File: src/rtl/seg_scan.sv
// seg_scan: 8-digit multiplexed seven-segment driver.
// Double-buffered frame, per-slot anode blanking.
module seg_scan #(
  parameter int SCAN_DIV = 100000,
  parameter int BLANK    = 4
) (
  input  logic        clk,
  input  logic        rst,
  input  logic [31:0] data,
  input  logic [7:0]  dp_mask,
  input  logic        blank_lz,
  input  logic        load,
  output logic        load_ack,
  output logic        frame_done,
  output logic [7:0]  SEG,
  output logic [7:0]  AN
);

  localparam int CW =
    (SCAN_DIV > 1) ? $clog2(SCAN_DIV) : 1;
  localparam logic [CW-1:0] LAST =
    CW'(SCAN_DIV - 1);
  localparam logic [CW-1:0] BLK = CW'(BLANK);

  typedef struct packed {
    logic [31:0] val;
    logic [7:0]  dp;
    logic        blz;
  } frame_t;

  typedef enum logic {
    ST_WAIT,
    ST_SCAN
  } st_e;

  logic [CW-1:0] div_q, div_d;
  logic [2:0]    idx_q, idx_d;
  st_e           st_q, st_d;
  frame_t        shadow_q, shadow_d;
  frame_t        pend_q, pend_d;
  logic          pv_q, pv_d;
  logic          ack_q, ack_d;
  logic          fd_q, fd_d;
  logic [7:0]    an_q, an_d;
  logic [7:0]    seg_q, seg_d;

  logic          tick;
  logic          boundary;
  frame_t        in_frame;

  logic [31:0]   upper;
  logic [3:0]    nib;
  logic          lz;
  logic [6:0]    seg7;

  function automatic logic [6:0] hex7(
    input logic [3:0] n
  );
    logic [6:0] s;
    unique case (n)
      4'h0: s = 7'h40;
      4'h1: s = 7'h79;
      4'h2: s = 7'h24;
      4'h3: s = 7'h30;
      4'h4: s = 7'h19;
      4'h5: s = 7'h12;
      4'h6: s = 7'h02;
      4'h7: s = 7'h78;
      4'h8: s = 7'h00;
      4'h9: s = 7'h10;
      4'hA: s = 7'h08;
      4'hB: s = 7'h03;
      4'hC: s = 7'h46;
      4'hD: s = 7'h21;
      4'hE: s = 7'h06;
      4'hF: s = 7'h0E;
      default: s = 7'h7F;
    endcase
    return s;
  endfunction

  // slot divider, digit index and scan-start state
  always_comb begin
    tick     = (div_q == LAST);
    boundary = tick && (idx_q == 3'd7);
    div_d    = tick ? '0 : div_q + 1'b1;
    idx_d    = tick ? idx_q + 3'd1 : idx_q;
    fd_d     = boundary;
    st_d     = st_q;
    unique case (st_q)
      ST_WAIT: if (tick) st_d = ST_SCAN;
      ST_SCAN: st_d = ST_SCAN;
      default: st_d = ST_WAIT;
    endcase
  end

  // pending/shadow double buffer; swap only on frame wrap
  always_comb begin
    in_frame = '{val: data, dp: dp_mask,
                 blz: blank_lz};
    shadow_d = shadow_q;
    pend_d   = pend_q;
    pv_d     = pv_q;
    ack_d    = 1'b0;
    if (boundary) begin
      if (load) begin
        shadow_d = in_frame;
        pv_d     = 1'b0;
        ack_d    = 1'b1;
      end else if (pv_q) begin
        shadow_d = pend_q;
        pv_d     = 1'b0;
        ack_d    = 1'b1;
      end
    end else if (load) begin
      pend_d = in_frame;
      pv_d   = 1'b1;
    end
  end

  // next anode/cathode pattern from next-cycle slot state
  always_comb begin
    upper = shadow_d.val >> {idx_d, 2'b00};
    nib   = upper[3:0];
    lz    = shadow_d.blz && (idx_d != 3'd0)
            && (upper == 32'd0);
    seg7  = lz ? 7'h7F : hex7(nib);
    an_d  = 8'hFF;
    seg_d = 8'hFF;
    if ((st_d == ST_SCAN) && (div_d >= BLK)) begin
      an_d  = ~(8'b1 << idx_d);
      seg_d = {~shadow_d.dp[idx_d], seg7};
    end
  end

  // state registers, all cleared asynchronously
  always_ff @(posedge clk or negedge rst) begin
    if (!rst) begin
      div_q    <= '0;
      idx_q    <= 3'd7;
      st_q     <= ST_WAIT;
      shadow_q <= '0;
      pend_q   <= '0;
      pv_q     <= 1'b0;
      ack_q    <= 1'b0;
      fd_q     <= 1'b0;
      an_q     <= 8'hFF;
      seg_q    <= 8'hFF;
    end else begin
      div_q    <= div_d;
      idx_q    <= idx_d;
      st_q     <= st_d;
      shadow_q <= shadow_d;
      pend_q   <= pend_d;
      pv_q     <= pv_d;
      ack_q    <= ack_d;
      fd_q     <= fd_d;
      an_q     <= an_d;
      seg_q    <= seg_d;
    end
  end

  assign load_ack   = ack_q;
  assign frame_done = fd_q;
  assign AN         = an_q;
  assign SEG        = seg_q;

endmodule

File: config.mk
export PLATFORM = sky130hd
export DESIGN_NAME = seg_scan
export DESIGN_NICKNAME = d
export VERILOG_FILES = /design/src/rtl/seg_scan.sv
export SDC_FILE = /design/constraint.sdc
export NUM_CORES = 1
export LEC_CHECK = 0
export ABC_AREA = 1
export ABC_CLOCK_PERIOD_IN_PS = 6300
export BUFFER_PORTS_ARGS = -buffer_cell sky130_fd_sc_hd__buf_4
export CAP_MARGIN = 20
export CORE_UTILIZATION = 50
export CTS_CLUSTER_DIAMETER = 40
export CTS_CLUSTER_SIZE = 25
export DETAILED_ROUTE_END_ITERATION = 8
export PLACE_DENSITY = 0.69
export SYNTH_ARGS = -nofsm -noshare
export SYNTH_HDL_FRONTEND = slang
export SYNTH_SLANG_ARGS = --single-unit
File: constraint.sdc
create_clock -name clk -period 6.3 [get_ports clk]
set_input_delay 0.315 -clock clk [delete_from_list [all_inputs] [get_ports clk]]
set_output_delay 0.315 -clock clk [all_outputs]
set_load 0.005 [all_outputs]
**Word level (Yosys, flattened, before mapping)**

Memories as Yosys holds them, arrays and structs flattened.
Cells that the tools add are included.

- Output and inout port bits: 18
- Memories kept: 1
- Input port bits: 44
- Register bits: 122
- ROM bits: 112

- Eq/ne operators: 2
- Bitwise logic cells: 4
- Shift operators: 2
- Mux-type cells: 17
- Order comparisons: 2
- Add/subtract/negate cells: 2
- Reduce and logical (&&, ||, !) cells: 8

Memories:

| name | words | bits a word | rd ports | clocked after Yosys merged registers in | wr ports | line | RTL |
|---|---|---|---|---|---|---|---|
| (no name shown) | 16 | 7 | 1 | 0 | 0 | 60 | `unique case (n)` |

Operator list:

| kind | number |
|---|---|
| 2-to-1 mux 41 bit | 3 |
| zero test 32 bit | 1 |
| right shift 32 x 5 -> 32 bit | 1 |
| adder 17 x 1 -> 17 bit, second input constant | 1 |
| equality test 17 bit, second input constant | 1 |
| greater-or-equal comparator 17 x 3 -> 1 bit, second input constant | 1 |
| 2-to-1 mux 17 bit | 1 |
| 2-to-1 mux 8 bit | 2 |
| NOT 8 bit | 1 |
| left shift 1 x 3 -> 8 bit, first input constant | 1 |
| 2-to-1 mux 1 bit | 7 |
| 2-to-1 mux 7 bit | 1 |
| logical AND 1 bit | 4 |
| < comparator 3 x 4 -> 1 bit, second input constant | 1 |
| adder 3 x 1 -> 3 bit, second input constant | 1 |
| binary-select mux 1 bit (select 3 bit) | 1 |
| equality test 3 bit, second input constant | 1 |
| 2-to-1 mux 3 bit | 1 |
| NOT 1 bit | 3 |
| nonzero test 3 bit | 1 |
| one-hot mux 1 bit (2 select lines) | 1 |
| AND reduction 2 bit | 1 |
| nonzero test 2 bit | 1 |

**Longest topological paths before layout**

- Depth after elaboration: 8
- Gate-level depth with buffers: 23
- Gate-level depth less buffers: 22

**Worst setup path after synthesis**

Ideal clock, no wire load.

- Path kind: reg-to-reg
- From: register idx_q[0]
- To: register seg_q[0], in the netlist SEG[0]
- Path slack: 3.383 ns
- Arrival: 2.858 ns
- Cell stages (with the launch flop): 22
- Path through: dfstp_2 ha_1 ha_1 buf_1 nand4_2 buf_2 nand2_1 nand2_1 nand2_1 nand2_1 nand2_1 nand3_1 nand2_1 nand2_1 inv_1 ha_1 nand4_1 a21oi_1 nand2_2 nor2_4 nand2_4 nand2_2

RTL lines:

| item | line | RTL |
|---|---|---|
| start, declared | 37 | `logic [2:0] idx_q, idx_d;` |
| start signal, assigned | 151 | `idx_q <= idx_d;` |
| end signal, assigned | 159 | `seg_q <= seg_d;` |
| end, declared | 45 | `logic [7:0] seg_q, seg_d;` |

**Worst setup path after layout**

- From: register idx_q[0]
- To: register seg_q[0], in the netlist SEG[0]

- Cells in the longest elaborated chain, start to end: 8
- Elaborated cells between the ends (all ways): 13
- Classes of those cells: add/sub: 1; eq/ne: 1; shift: 1; mux: 4; reduce/logical: 5; memory: 1

Ends and longest elaborated chain:

| item | line | RTL |
|---|---|---|
| parallel branches: the longest is 6 deep, another holds memory (16 x 7 bit) | -- |  |
| 2-to-1 mux 7 bit * | 127 | `seg7 = lz ? 7'h7F : hex7(nib);` |
| 2-to-1 mux 8 bit * | 130 | `if ((st_d == ST_SCAN) && (div_d >= BLK)) begin` |
| net seg_d[0] | 45 |  |

Mark *: on every way through the listed nets, which the timed path passes.
A chain may end at the register's enable or synchronous reset.

==> results.yml <==
setup_path:
  cp_data_required_time_ns: 6.65
  worstSetupPathType: "reg2reg"
  crit_chain: "ha_1, ha_1, nand4_2, nand2_1, nand3_1, nand2_1, nand2_1, nand3_1, nand2_1, nand2_1, inv_1, ha_1, nand3b_1, nand3_1, nand2_1, nor2_1, nand2_2"
  cp_data_arrival_time_ns: 4.17
  start_kind: "flip-flop"
  crit_fanout: 22
  reg2reg_depth: 17
  critPathMostFrequentCell: "nand2_1"
  crit_slowest_cell: "ha_1"
  max_stage_delay_ns: 0.72
  cp-end-kind: "flip-flop"
sta:
  finalCritPeriodShare_pct: 60.7
  max_freq_mhz: 261
  slew_violations: 0
  min_period_ns: 3.82
  setup_tns_ns: 0
  clock_skew_ns: 0.00637
  setup_viol: 0
  rsz0062_at_grt: "no"
  worst_pin_slew_ns: 1.09
  relSlewSlack_pct: 26.8
  hold_viol: 0
synth:
  synthArstFlopShare_pct: 100
  synth_flop_cell: "dfrtp_1"
  syn_inst: 910
  synth_edf_count: 0
  synth_cell_types: 44
  yosysWarnings: 0
  avgSynthCellArea_um2: 7.71
  ys_ff_latch: 122
  ys_seq_area_share_pct: 43.8
  synth_top_cell_by_area: "dfrtp_1"
  synthesis.nets: 962
  synth_top_area_share_pct: 36.7
  syn-cell-area_um2: 7020
  ys_top_cells_by_area: "dfrtp_1 37%, nand2_1 16%, dfstp_2 7.1%"
  yosys-top-cells-count: "298 x nand2_1, 103 x dfrtp_1, 103 x inv_1, 76 x nand3_1, 71 x nor2_1"
  yosysMostFrequentCell: "nand2_1"
layout:
  area_growth_pct: 16.0
  diodes: 0
  layout.nets: 1017
  final_cell_area_um2: 8140
  drive_above_1_share_pct: 20.8
  final_cells: 1154
drt:
  routed_wl_um: 17700
  wl_per_cell_um: 15.4
  dr.first_iter.drc_count: 569
  avgViaCountPerCell: 5.32
  drc: 0
  postRouteAntennaNets: 0
  dr.pass1.iters: 5
  vias: 6140
status:
  status: "finished, final reports clean"
die:
  core-area_um2: 13500
  die_area_um2: 14500
  io_pins: 62
  fp.dieW_um: 120
  start_util_pct: 52.2
  rows: 42
  fp.dieH_um: 120
worst_hold_path:
  worstHoldPathType: "in2reg"
  min_delay_path_depth: 2
clocking:
  cts-buffers-inserted: 17
  ctsLongestPathBuffers: 2
  cts_tree: "done"
  clockRootBuffer: "clkbuf_16"
  cts_resized: 0
  clock_latency_ns: 0.42
  clkSlewWorstSetupHoldPaths_ns: 0.05
  numClockSinks: 122
  cts_max_level: 4
global_routing:
  grt-ovfl-total: 0
  grt_pass1_wl_um: 29300
  grt_use_total_pct: 26.1
  grt_max_degree: 75
  antenna_found_initial: 0
  grt_pass1_vias: 5837
placement:
  hpwlAfterDp_um: 12300
  numPortBuffers: 61
  dp.cells: 1121
  place_congestion: 0.860
  placed_area_um2: 7570
pwr:
  leakage_nw: 4.25
  ir_worst_vdd_v: 0.000178
  p_per_area_nw_per_um2: 232
job:
  maxCapViolCount: 0
[cells by family after synthesis]
logic type,after synthesis,share of synthesized area [%]
xor gates and xnor gates,5,0.624
AOI/OAI and AO/OA,80,7.08
and+or+nand+nor,520,33.7
muxes,31,4.97
buffers and inverters,144,8.38
DFF,122,43.8
adders and majority gates,8,1.43
[registers in the layout, summed over array words and instances, names as in the netlist]
register and count:
div_q 17, load_ack 1, pv_q 1, idx_q 3, st_q 1, frame_done 1, AN 8, SEG 8
shadow_q 41, pend_q 41
[critical path: cells and delay by family (launching register included)]
| kind | cells | cell delay [ns] |
|---|---|---|
| adders and majority gates | 3 | 1.11 |
| DFF | 1 | 0.55 |
| buffers and inverters | 1 | 0.10 |
| and+or+nand+nor | 13 | 2.00 |
[power by group]
part | internal, mW | switching, mW
Combinational | 0.0563 | 0.0701
Sequential | 0.811 | 0.0140
Clock | 0.585 | 0.355
[metal layers]
layer  wire length (µm)  vias up  share of wire (%)  GRT usage (%)
met1               8120     2912                 46           35.8
met4                251        0                1.4           7.79
met2               8440      175                 48           41.7
met5                  0        -                  0              0
met3                931       24                5.2           5.33
li1                   -     3029                  -              -
[final timing paths]
| check | start | endpoint | slack, ns |
|---|---|---|---|
| hold reg to reg | st_q | st_q | 0.47 |
| setup / recovery | idx_q[0] | SEG[0] | 2.48 |
| min in group asynchronous | rst | pend_q[36] | 0.47 |
| setup reg to reg | idx_q[0] | SEG[0] | 2.48 |
| hold / removal | data[30] | pend_q[39] | 0.14 |
| max in group asynchronous | rst | div_q[0] | 4.44 |
[cells in the final DEF, fill, tap and decap left out, types with 5 or more instances in the layout]
| cell type | Yosys | final |
|---|---|---|
| a21oi_1 | 17 | 17 |
| a2bb2oi_1 | 8 | 8 |
| buf_4 | 2 | 64 |
| clkbuf_16 | 0 | 17 |
| clkinv_2 | 1 | 9 |
| dfrtp_1 | 103 | 103 |
| dfstp_2 | 19 | 19 |
| ha_1 | 8 | 8 |
| inv_1 | 103 | 103 |
| inv_2 | 10 | 10 |
| mux2_2 | 31 | 31 |
| nand2_1 | 298 | 297 |
| nand2_2 | 12 | 13 |
| nand2_4 | 5 | 5 |
| nand3_1 | 76 | 76 |
| nand4_1 | 25 | 25 |
| nor2_1 | 71 | 71 |
| nor2_2 | 7 | 7 |
| o21ai_0 | 24 | 24 |
| o22ai_1 | 17 | 17 |
| xor2_1 | 5 | 5 |
[stage by stage]
step | hold slack, ns | util (%) | setup slack, ns | power, mW
floorplan | 0.0194 | - | 3.38 | 0.903
global placement | 0.378 | 56.2 | 2.65 | 0.961
detailed placement | 0.381 | 56.2 | 2.57 | 0.963
CTS | 0.123 | 60.5 | 2.53 | 1.91
global route | 0.126 | 60.5 | 2.07 | 1.96
finish | 0.136 | 60.5 | 2.48 | 1.89
[final cells by class]
| class | instances | area, µm² |
|---|---|---|
| Clock buffer | 18 | 439 |
| Clock inverter | 14 | 129 |
| Fill cell | 1258 | 5310 |
| Inverter | 115 | 433 |
| Multi-Input combinational cell | 644 | 3360 |
| Sequential cell | 122 | 3080 |
| Tap cell | 176 | 220 |
| Timing Repair Buffer | 65 | 490 |
[what timing repair did]
item,4_1_cts,5_1_grt
hold buffers,1,0
buffers inserted,0,0
hold endpoints to repair,48,0
Power figures use the tool's default switching activity.
